**src/rtl/multi_cdb_reservation_station_pkg.sv**
```systemverilog
// Shared constants and helpers for the multi-CDB reservation station.
package tomasulo_rs_pkg;

  // Tag value meaning "operand value already present".
  localparam int NO_TAG = 0;

  // LSB position of element idx inside a flattened bus of width-wide elements.
  function automatic int op_lsb(input int idx, input int width);
    return idx * width;
  endfunction

endpackage

```
**src/rtl/multi_cdb_reservation_station_age_matrix.sv**
```systemverilog
// Age bit matrix: older_q[i][j] = 1 means entry i was allocated before entry j.
// Grants the single oldest entry among the ready mask.
module rs_age_matrix #(
  parameter int NUM_RS = 4
) (
  input  logic              clk,
  input  logic              rst_n,
  input  logic [NUM_RS-1:0] alloc_i,
  input  logic [NUM_RS-1:0] free_i,
  input  logic [NUM_RS-1:0] ready_i,
  output logic [NUM_RS-1:0] grant_o
);

  logic [NUM_RS-1:0] older_q [NUM_RS];
  logic [NUM_RS-1:0] older_d [NUM_RS];
  logic              blocked;

  // A new entry is younger than everything present; a freed entry claims no seniority.
  always_comb begin
    older_d = older_q;
    for (int i = 0; i < NUM_RS; i++) begin
      if (free_i[i]) older_d[i] = '0;
    end
    for (int i = 0; i < NUM_RS; i++) begin
      if (alloc_i[i]) begin
        older_d[i] = '0;
        for (int j = 0; j < NUM_RS; j++) begin
          if (j != i) older_d[j][i] = 1'b1;
        end
      end
    end
  end

  // Age matrix register.
  always_ff @(posedge clk or negedge rst_n) begin
    if (!rst_n) begin
      for (int i = 0; i < NUM_RS; i++) older_q[i] <= '0;
    end else begin
      older_q <= older_d;
    end
  end

  // An entry wins when no other ready entry is older than it.
  always_comb begin
    grant_o = '0;
    blocked = 1'b0;
    for (int i = 0; i < NUM_RS; i++) begin
      blocked = 1'b0;
      for (int j = 0; j < NUM_RS; j++) begin
        if (j != i && ready_i[j] && older_q[j][i]) blocked = 1'b1;
      end
      grant_o[i] = ready_i[i] & ~blocked;
    end
  end

endmodule

```
**src/rtl/multi_cdb_reservation_station.sv**
```systemverilog
// Tomasulo reservation station with several snooped CDBs, oldest-ready issue
// and speculative-entry flush on branch mispredict.
module multi_cdb_reservation_station
  import tomasulo_rs_pkg::*;
#(
  parameter int BW_PROCESSOR_DATA = 32,
  parameter int BW_OPCODE         = 3,
  parameter int NUM_OPERAND       = 2,
  parameter int NUM_RS            = 4,
  parameter int BW_TAG            = 3,
  parameter int NUM_CDB           = 2
) (
  input  logic                                   clk,
  input  logic                                   rst_n,
  input  logic                                   i_iq_valid,
  output logic                                   i_iq_ready,
  input  logic [BW_OPCODE-1:0]                   i_iq_opcode,
  input  logic [NUM_OPERAND*BW_TAG-1:0]          i_iq_Q_flatten,
  input  logic [NUM_OPERAND*BW_PROCESSOR_DATA-1:0] i_iq_V_flatten,
  input  logic [BW_TAG-1:0]                      i_iq_tag,
  input  logic                                   i_iq_speculation,
  input  logic                                   i_branch_valid,
  input  logic                                   i_branch_correct_prediction,
  input  logic [NUM_CDB-1:0]                     i_cdb_valid,
  input  logic [NUM_CDB*BW_TAG-1:0]              i_cdb_tag_flatten,
  input  logic [NUM_CDB*BW_PROCESSOR_DATA-1:0]   i_cdb_data_flatten,
  output logic                                   o_exe_valid,
  input  logic                                   o_exe_ready,
  output logic [BW_OPCODE-1:0]                   o_exe_opcode,
  output logic [BW_TAG-1:0]                      o_exe_tag,
  output logic [NUM_OPERAND*BW_PROCESSOR_DATA-1:0] o_exe_V_flatten,
  output logic [$clog2(NUM_RS+1)-1:0]            o_count
);

  localparam int BW_CNT = $clog2(NUM_RS+1);
  localparam int D      = BW_PROCESSOR_DATA;

  logic [NUM_RS-1:0]    busy_q, busy_d, spec_q, spec_d;
  logic [BW_OPCODE-1:0] opc_q [NUM_RS];
  logic [BW_OPCODE-1:0] opc_d [NUM_RS];
  logic [BW_TAG-1:0]    tag_q [NUM_RS];
  logic [BW_TAG-1:0]    tag_d [NUM_RS];
  logic [BW_TAG-1:0]    q_q   [NUM_RS][NUM_OPERAND];
  logic [BW_TAG-1:0]    q_d   [NUM_RS][NUM_OPERAND];
  logic [D-1:0]         v_q   [NUM_RS][NUM_OPERAND];
  logic [D-1:0]         v_d   [NUM_RS][NUM_OPERAND];

  logic [BW_TAG-1:0]    in_q     [NUM_OPERAND];
  logic [D-1:0]         in_v     [NUM_OPERAND];
  logic [BW_TAG-1:0]    cdb_tag  [NUM_CDB];
  logic [D-1:0]         cdb_data [NUM_CDB];

  logic [NUM_RS-1:0] alloc_oh, alloc_en, ready, grant, issue_free;
  logic              found, flush, br_ok, do_alloc, keep_alloc, fire;
  logic [BW_CNT-1:0] count;

  // Unpack flattened dispatch and broadcast buses.
  always_comb begin
    for (int k = 0; k < NUM_OPERAND; k++) begin
      in_q[k] = i_iq_Q_flatten[op_lsb(k, BW_TAG) +: BW_TAG];
      in_v[k] = i_iq_V_flatten[op_lsb(k, D) +: D];
    end
    for (int b = 0; b < NUM_CDB; b++) begin
      cdb_tag[b]  = i_cdb_tag_flatten[op_lsb(b, BW_TAG) +: BW_TAG];
      cdb_data[b] = i_cdb_data_flatten[op_lsb(b, D) +: D];
    end
  end

  // Occupancy, free-slot pick, ready mask and handshake qualifiers.
  always_comb begin
    count    = '0;
    alloc_oh = '0;
    found    = 1'b0;
    ready    = '0;
    for (int i = 0; i < NUM_RS; i++) begin
      count = count + BW_CNT'(busy_q[i]);
      if (!busy_q[i] && !found) begin
        alloc_oh[i] = 1'b1;
        found       = 1'b1;
      end
    end
    flush      = i_branch_valid & ~i_branch_correct_prediction;
    br_ok      = i_branch_valid & i_branch_correct_prediction;
    i_iq_ready = (count != BW_CNT'(NUM_RS));
    do_alloc   = i_iq_valid & i_iq_ready;
    keep_alloc = do_alloc & ~(flush & i_iq_speculation);
    alloc_en   = keep_alloc ? alloc_oh : '0;
    for (int i = 0; i < NUM_RS; i++) begin
      ready[i] = busy_q[i] & ~(flush & spec_q[i]);
      for (int k = 0; k < NUM_OPERAND; k++) begin
        if (q_q[i][k] != BW_TAG'(NO_TAG)) ready[i] = 1'b0;
      end
    end
    o_exe_valid = |ready;
    fire        = o_exe_valid & o_exe_ready;
    issue_free  = fire ? grant : '0;
    o_count     = count;
  end

  rs_age_matrix #(.NUM_RS(NUM_RS)) u_age (
    .clk     (clk),
    .rst_n   (rst_n),
    .alloc_i (alloc_en),
    .free_i  (issue_free),
    .ready_i (ready),
    .grant_o (grant)
  );

  // Entry next state: wake-up, issue free, branch resolve, then dispatch write.
  // Bus scans run high-to-low so the lowest matching bus wins.
  always_comb begin
    busy_d = busy_q;
    spec_d = spec_q;
    opc_d  = opc_q;
    tag_d  = tag_q;
    q_d    = q_q;
    v_d    = v_q;
    for (int i = 0; i < NUM_RS; i++) begin
      for (int k = 0; k < NUM_OPERAND; k++) begin
        for (int b = NUM_CDB-1; b >= 0; b--) begin
          if (busy_q[i] && i_cdb_valid[b] && q_q[i][k] != BW_TAG'(NO_TAG) &&
              cdb_tag[b] == q_q[i][k]) begin
            q_d[i][k] = BW_TAG'(NO_TAG);
            v_d[i][k] = cdb_data[b];
          end
        end
      end
    end
    busy_d = busy_d & ~issue_free;
    if (br_ok) spec_d = '0;
    if (flush) busy_d = busy_d & ~spec_q;
    for (int i = 0; i < NUM_RS; i++) begin
      if (alloc_en[i]) begin
        busy_d[i] = 1'b1;
        spec_d[i] = i_iq_speculation & ~br_ok;
        opc_d[i]  = i_iq_opcode;
        tag_d[i]  = i_iq_tag;
        for (int k = 0; k < NUM_OPERAND; k++) begin
          q_d[i][k] = in_q[k];
          v_d[i][k] = in_v[k];
          for (int b = NUM_CDB-1; b >= 0; b--) begin
            if (i_cdb_valid[b] && in_q[k] != BW_TAG'(NO_TAG) && cdb_tag[b] == in_q[k]) begin
              q_d[i][k] = BW_TAG'(NO_TAG);
              v_d[i][k] = cdb_data[b];
            end
          end
        end
      end
    end
  end

  // Entry state registers.
  always_ff @(posedge clk or negedge rst_n) begin
    if (!rst_n) begin
      busy_q <= '0;
      spec_q <= '0;
      for (int i = 0; i < NUM_RS; i++) begin
        opc_q[i] <= '0;
        tag_q[i] <= '0;
        for (int k = 0; k < NUM_OPERAND; k++) begin
          q_q[i][k] <= '0;
          v_q[i][k] <= '0;
        end
      end
    end else begin
      busy_q <= busy_d;
      spec_q <= spec_d;
      opc_q  <= opc_d;
      tag_q  <= tag_d;
      q_q    <= q_d;
      v_q    <= v_d;
    end
  end

  // Issue payload: AND-OR of the one-hot grant, zero when nothing is ready.
  always_comb begin
    o_exe_opcode    = '0;
    o_exe_tag       = '0;
    o_exe_V_flatten = '0;
    for (int i = 0; i < NUM_RS; i++) begin
      o_exe_opcode = o_exe_opcode | (opc_q[i] & {BW_OPCODE{grant[i]}});
      o_exe_tag    = o_exe_tag | (tag_q[i] & {BW_TAG{grant[i]}});
      for (int k = 0; k < NUM_OPERAND; k++) begin
        o_exe_V_flatten[op_lsb(k, D) +: D] = o_exe_V_flatten[op_lsb(k, D) +: D] |
                                             (v_q[i][k] & {D{grant[i]}});
      end
    end
  end

endmodule
```
**config.mk**
```make
export PLATFORM = sky130hd
export DESIGN_NAME = multi_cdb_reservation_station
export DESIGN_NICKNAME = d
export VERILOG_FILES = /design/src/rtl/multi_cdb_reservation_station_pkg.sv /design/src/rtl/multi_cdb_reservation_station_age_matrix.sv /design/src/rtl/multi_cdb_reservation_station.sv
export SDC_FILE = /design/constraint.sdc
export NUM_CORES = 1
export LEC_CHECK = 0
export CAP_MARGIN = 20
export CORE_ASPECT_RATIO = 1.25
export CORE_MARGIN = 10
export CORE_UTILIZATION = 50
export CTS_CLUSTER_SIZE = 16
export DETAILED_ROUTE_END_ITERATION = 8
export GPL_TIMING_DRIVEN = 0
export PLACE_DENSITY = 0.79
export SLEW_MARGIN = 40
export SYNTH_ARGS = -nofsm -noshare
export SYNTH_HDL_FRONTEND = slang
export SYNTH_HIERARCHICAL = 1
export SYNTH_SLANG_ARGS = --single-unit
```
**constraint.sdc**
```tcl
create_clock -name clk -period 7.6 [get_ports clk]
set_input_delay 1.14 -clock clk [delete_from_list [all_inputs] [get_ports clk]]
set_output_delay 1.14 -clock clk [all_outputs]
set_load 0.01 [all_outputs]
```
## Yosys cells after proc, flatten, opt, wreduce, memory -nomap -nowiden

Cells that the tools add are included.

- Output and inout port bits: 75
- Word-level logic and storage cells: 336
- Input port bits: 155
- Register bits: 324

- Muxes and demuxes: 106
- Reduce and logical (&&, ||, !) cells: 103
- Equal/unequal tests: 21
- Bitwise logic cells: 62
- Add/subtract/negate cells: 3

Operator list:

| operator | count |
|---|---|
| two-way mux 32 bit | 20 |
| bitwise AND 32 bit | 8 |
| two-way mux 64 bit | 4 |
| bitwise OR 32 bit | 6 |
| nonzero test 3 bit | 30 |
| two-way mux 3 bit | 22 |
| logical AND 1 bit | 63 |
| == test 3 bit | 20 |
| two-way mux 1 bit | 46 |
| two-way mux 4 bit | 10 |
| bitwise AND 3 bit | 8 |
| two-way mux 6 bit | 4 |
| bitwise AND 1 bit | 19 |
| bitwise OR 3 bit | 6 |
| NOT 1 bit | 11 |
| bitwise AND 4 bit | 2 |
| NOT 4 bit | 2 |
| nonzero test 2 bit | 4 |
| logical NOT 1 bit | 5 |
| OR reduction 4 bit | 1 |
| adder 2 x 1 -> 3 bit | 1 |
| adder 3 x 1 -> 3 bit | 1 |
| inequality test 3 bit, second input constant | 1 |
| adder 1 x 1 -> 2 bit | 1 |

## Depth between registers and ports, before layout

- Depth in word-level cells: 19
- Mapped depth: 12
- Gate-level depth less buffers: 10

## Modules after synthesis

The synthesis kept the hierarchy.

Modules (own cells, without submodules):

| module | seq. area each (µm²) | cells each | area each (µm²) | instances |
|---|---|---|---|---|
| multi_cdb_reservation_station | 7807.5 | 2290 | 19991.7 | 1 |
| rs_age_matrix | 300.3 | 48 | 506.7 | 1 |

## Least setup slack after synthesis

OpenSTA, ideal clock, no wires.

- Kind: input -> output
- Start: input i_branch_valid
- End: output o_exe_V_flatten[62]
- Arrival: 2.642 ns
- Path buffers: 3
- Cell stages on the path: 11
- Required time: 6.460 ns
- Setup slack: 3.818 ns
- Path through: nor2b_1 buf_2 nand2_1 nand2_1 nor2_1 a22oi_1 and3_1 buf_1 clkbuf_1 a22oi_1 nand2_1

- Elaborated cells between the ends (all ways): 60
- Classes of those cells: mux: 20; bitwise: 28; reduce/logical: 12

RTL lines:

| element | RTL line | source |
|---|---|---|
| from (decl) | multi_cdb_reservation_station.sv:22 | `input logic i_branch_valid,` |
| bitwise AND 1 bit | multi_cdb_reservation_station.sv:82 | `flush = i_branch_valid & ~i_branch_correct_prediction;` |
| bitwise AND 1 bit | multi_cdb_reservation_station.sv:89 | `ready[i] = busy_q[i] & ~(flush & spec_q[i]);` |
| NOT 1 bit | multi_cdb_reservation_station.sv:89 |  |
| bitwise AND 1 bit | multi_cdb_reservation_station.sv:89 |  |
| two-way mux 1 bit (2 in a row) | multi_cdb_reservation_station.sv:91 | `if (q_q[i][k] != BW_TAG'(NO_TAG)) ready[i] = 1'b0;` |
| via ready[1] | multi_cdb_reservation_station.sv:53 | `logic [NUM_RS-1:0] alloc_oh, alloc_en, ready, grant, issue_free;` |
| logical AND 1 bit | multi_cdb_reservation_station_age_matrix.sv:50 | `if (j != i && ready_i[j] && older_q[j][i]) blocked = 1'b1;` |
| two-way mux 1 bit (2 in a row) | multi_cdb_reservation_station_age_matrix.sv:50 |  |
| NOT 1 bit | multi_cdb_reservation_station_age_matrix.sv:52 | `grant_o[i] = ready_i[i] & ~blocked;` |
| bitwise AND 1 bit | multi_cdb_reservation_station_age_matrix.sv:52 |  |
| via grant[2] | multi_cdb_reservation_station.sv:53 |  |
| bitwise AND 32 bit | multi_cdb_reservation_station.sv:185 | `(v_q[i][k] & {D{grant[i]}});` |
| bitwise OR 32 bit (2 in a row) | multi_cdb_reservation_station.sv:184 | `o_exe_V_flatten[op_lsb(k, D) +: D] = o_exe_V_flatten[op_lsb(k, D) +: D] \|` |
| to (decl) | multi_cdb_reservation_station.sv:31 | `output logic [NUM_OPERAND*BW_PROCESSOR_DATA-1:0] o_exe_V_flatten,` |

The timed path passes the listed nets, and every way through them passes these cells.

## Worst setup path in the final report

- Start: input i_branch_correct_prediction
- End: output o_exe_V_flatten[32]

- Elaborated cells between the ends (all ways): 61
- Classes of those cells: mux: 20; bitwise: 29; reduce/logical: 12

RTL lines:

| element | RTL line | source |
|---|---|---|
| from (decl) | multi_cdb_reservation_station.sv:23 | `input logic i_branch_correct_prediction,` |
| NOT 1 bit | multi_cdb_reservation_station.sv:82 |  |
| bitwise AND 1 bit | multi_cdb_reservation_station.sv:82 |  |
| bitwise AND 1 bit | multi_cdb_reservation_station.sv:89 |  |
| NOT 1 bit | multi_cdb_reservation_station.sv:89 |  |
| bitwise AND 1 bit | multi_cdb_reservation_station.sv:89 |  |
| two-way mux 1 bit (2 in a row) | multi_cdb_reservation_station.sv:91 |  |
| via ready[3] | multi_cdb_reservation_station.sv:53 |  |
| logical AND 1 bit | multi_cdb_reservation_station_age_matrix.sv:50 |  |
| two-way mux 1 bit | multi_cdb_reservation_station_age_matrix.sv:50 |  |
| NOT 1 bit | multi_cdb_reservation_station_age_matrix.sv:52 |  |
| bitwise AND 1 bit | multi_cdb_reservation_station_age_matrix.sv:52 |  |
| via grant[0] | multi_cdb_reservation_station.sv:53 |  |
| bitwise AND 32 bit | multi_cdb_reservation_station.sv:185 |  |
| bitwise OR 32 bit (3 in a row) | multi_cdb_reservation_station.sv:184 |  |

The timed path passes the listed nets, and every way through them passes these cells.

==> summary.md <==
| Metric | Value |
|---|---|
| Setup violators final | `0` |
| Critical path class | `in2out` |
| Hold Crit Depth | `2` |
| CP arrival | `4.81 ns` |
| Syn avg cell area | `8.77 µm²` |
| Hold EP | `v_q[199]$_DFFE_PN0P_` |
| Final hold violations | `0` |
| Yosys reg bits | `324` |
| Worst hold path class | `reg2reg` |
| GRT overflow | `0` |
| F_max | `168 MHz` |
| Combinational family with the most area after synthesis | `compound AO/OA/AOI/OAI gates` |
| Postcts setup bufs | `0` |
| Syn nets | `2,498` |
| Post-route minimum period | `5.95 ns` |
| Die W | `201 µm` |
| IO buf count | `161` |
| Wire per inst | `28.3 µm` |
| Crit Reg-Reg Startpoint | `busy_q[0]$_DFF_PN0_` |
| CP startpoint kind | `input pin` |
| Synth Flop Type | `dfrtp_1` |
| Relative slew slack | `36.6%` |
| R2R Setup Slk | `2.79 ns` |
| CTS clk-pin slew, worst paths | `0.06 ns` |
| Final wirelength | `88.2 mm` |
| Antenna violations before repair | `4` |
| Sequential share of the synthesized area | `39.6%` |
| Clock sinks | `324` |
| Pins Over Slew Limit | `0` |
| Num CTS Buffers | `35` |
| Area grow syn2layout | `17.3%` |
| Maximum root-to-sink buffer count | `3` |
| Post-synthesis compound-gate area fraction | `26.7%` |
| Post-synth top area share | `39.6%` |
| Largest net degree at the start of global routing | `74` |
| Initial DRC Count | `3,044` |
| MaxCap Viol Count | `0` |
| Post-route setup slack | `1.65 ns` |
| GRT Total Usage | `34.2%` |
| Die height | `246 µm` |
| Layout cells sized above 1 | `7.13%` |
| Netlist cell types | `67` |
| R2r endpoint | `v_q[11]$_DFFE_PN0P_` |
| Hpwl dp | `60.8 mm` |
| Synth async-reset ratio | `100%` |
| 1st-pass router iterations | `9` |
| Yosys warning total | `6` |
| Synth Area in Simple Gates | `15.2%` |
| Tcrit/Tclk final | `78.3%` |
| Post-synth EDFFs | `0` |
| Post-Synth Adder-Cell Area | `0.342%` |
| Number of gates resized after cts | `0` |
| Post-Synth XOR/XNOR Area | `1.67%` |
| Clock Skew | `0.0207 ns` |
| First-pass GRT wire length | `132 mm` |
| Leakage | `10.4 nW` |
| I/O pin cnt | `230` |
| CTS Root Cell | `clkbuf_16` |
| Worst-Skew Late Latency | `0.55 ns` |
| CP Max Fanout | `10` |
| Post-Synthesis Cells | `2,338` |
| Core area | `0.0403 mm²` |
| RSZ-0062 raised after global routing | `no` |
| Routed Antenna Nets | `0` |
| # H-tree levels | `2` |
| GPL Wtd Cong | `0.994` |
| Hold buffers post-CTS | `0` |
| Post-synth top area cell | `dfrtp_1` |
| Routed vias | `21,900` |
| Site Rows | `82` |
| CTS tree | `built` |
| Area of the die | `0.0495 mm²` |
| Worst-Margin Slew | `0.945 ns` |
| Min-delay src | `v_q[199]$_DFFE_PN0P_` |
| Pwr Total | `0.00994 W` |
| Pwr Density | `414 mW/mm²` |
| Crit path required time | `6.46 ns` |
| Status | `complete, no violations` |
| DR DRC count | `0` |
| Worst vdd ir | `0.000235 V` |
| Mapped cell area | `0.0205 mm²` |
| Initial core utilization | `50.8%` |
| DR vias/cell | `7.03` |
| Vias in the first global route | `21,900` |
| Crit end category | `primary output` |
| Multiplexer area fraction after synthesis | `10.4%` |
| Synth top area cells | `dfrtp_1 (40%), mux2i_1 (7.9%), a221o_1 (7.1%)` |
| Pre-CTS WS | `1.78 ns` |
| Total Nets Final | `2,700` |
| Worst reg-to-reg path cell count | `9` |
[layer usage]
| layer | routed length [µm] | vias to the layer above | track usage, % |
|---|---|---|---|
| met5 | 43 | - | 0 |
| met4 | 6730 | 6 | 24.3 |
| li1 | - | 9022 | - |
| met2 | 39800 | 1890 | 54.0 |
| met3 | 11100 | 488 | 9.98 |
| met1 | 30500 | 10500 | 39.4 |
[Yosys cell counts (19+ instances only)]
cell type and instances:
a221o_1 145, nand3_1 84, mux2i_1 161, o2bb2ai_1 19, a22o_1 20, dfrtp_1 324
a21oi_1 73, clkbuf_1 197, and2_1 36, o21ai_1 107, a31oi_1 34, mux2_2 46
a22oi_1 158, xnor2_1 28, nor2_1 164, o31ai_1 33, nor3_1 34, o22ai_1 48
buf_1 24, nand2_1 330, buf_2 43, o21ai_0 50
[worst max-delay path: stages]
cell             delay (ns)
clkdlybuf4s50_1        0.51
nand2b_1               0.21
o21ai_0                0.31
nor2_1                 0.16
a22oi_1                0.17
and3_1                 0.17
clkbuf_1               0.50
clkbuf_1               0.65
a22oi_1                0.21
nand2_1                0.18
clkdlybuf4s50_1        0.58
[cell families after synthesis]
group           after synthesis
compound gates              751
simple gates                712
flops                       324
buf+inv                     300
mux                         207
xor+xnor                     39
fa+ha+maj                     5
[how the worst max path moves through the flow]
stage	from	endpoint	slack, ns	cells past startpoint
detailed placement	i_branch_correct_prediction	o_exe_V_flatten[32]	1.78	11
CTS	i_branch_correct_prediction	o_exe_V_flatten[32]	1.77	11
floorplan	i_branch_valid	o_exe_V_flatten[62]	3.82	11
global placement	rst_n	v_q[231]$_DFFE_PN0P_	-8.84	1
global route	i_branch_correct_prediction	o_exe_V_flatten[32]	1.49	11
finish	i_branch_correct_prediction	o_exe_V_flatten[32]	1.65	11
[state kept, by name, indices dropped and copies added, names as in the netlist]
name           cells
busy_q             4
opc_q             12
q_q               24
spec_q             4
tag_q             12
u_age/older_q     12
v_q              256
[layout by cell type (no fill, tap or decap), drive strengths merged, types with 3 or more instances in the layout]
| cell | n |
|---|---|
| a2111o | 3 |
| a211o | 5 |
| a211oi | 6 |
| a21o | 8 |
| a21oi | 76 |
| a221o | 145 |
| a22o | 20 |
| a22oi | 158 |
| a31oi | 34 |
| and2 | 36 |
| and3 | 16 |
| buf | 86 |
| clkbuf | 253 |
| clkdlybuf4s50 | 160 |
| clkinv | 7 |
| dfrtp | 324 |
| ha | 4 |
| inv | 20 |
| mux2 | 46 |
| mux2i | 161 |
| nand2 | 330 |
| nand2b | 10 |
| nand3 | 86 |
| nor2 | 164 |
| nor2b | 7 |
| nor3 | 37 |
| nor3b | 3 |
| nor4 | 4 |
| o2111ai | 8 |
| o211ai | 15 |
| o21ai | 157 |
| o22ai | 48 |
| o2bb2ai | 19 |
| o31ai | 33 |
| or2 | 4 |
| or3b | 10 |
| xnor2 | 28 |
| xor2 | 11 |
[where the power goes]
group / switching (W) / internal [W] / total [W]
clock network: 0.000748 / 0.000965 / 0.00171
registers: 0.000552 / 0.00255 / 0.00311
logic: 0.00300 / 0.00212 / 0.00512
[layout make-up]
cell class | count | area, µm²
Fill cell | 3479 | 16300
Clock inverter | 7 | 40.0
Buffer | 278 | 1170
Inverter | 22 | 82.6
Multi-Input combinational cell | 1714 | 11200
Tap cell | 546 | 683
Antenna cell | 1 | 2.50
Sequential cell | 324 | 8110
Timing Repair Buffer | 165 | 1730
Clock buffer | 56 | 1070
[metrics by stage]
| stage | util (%) | TNS [ns] | instance area [µm²] | hold slack [ns] | std cells |
|---|---|---|---|---|---|
| after CTS | 59.6 | 0 | 24000 | 0.478 | 3112 |
| final | 59.6 | 0 | 24000 | 0.480 | 3113 |
| after global placement | 56.5 | -2852.18 | 22800 | 0.460 | 3045 |
| after global routing | 59.6 | 0 | 24000 | 0.505 | 3113 |
| after detailed placement | 56.9 | 0 | 22900 | 0.463 | 3049 |
| after floorplan | - | 0 | 20500 | 0.446 | 2338 |
(Power assumes the default switching activity.)
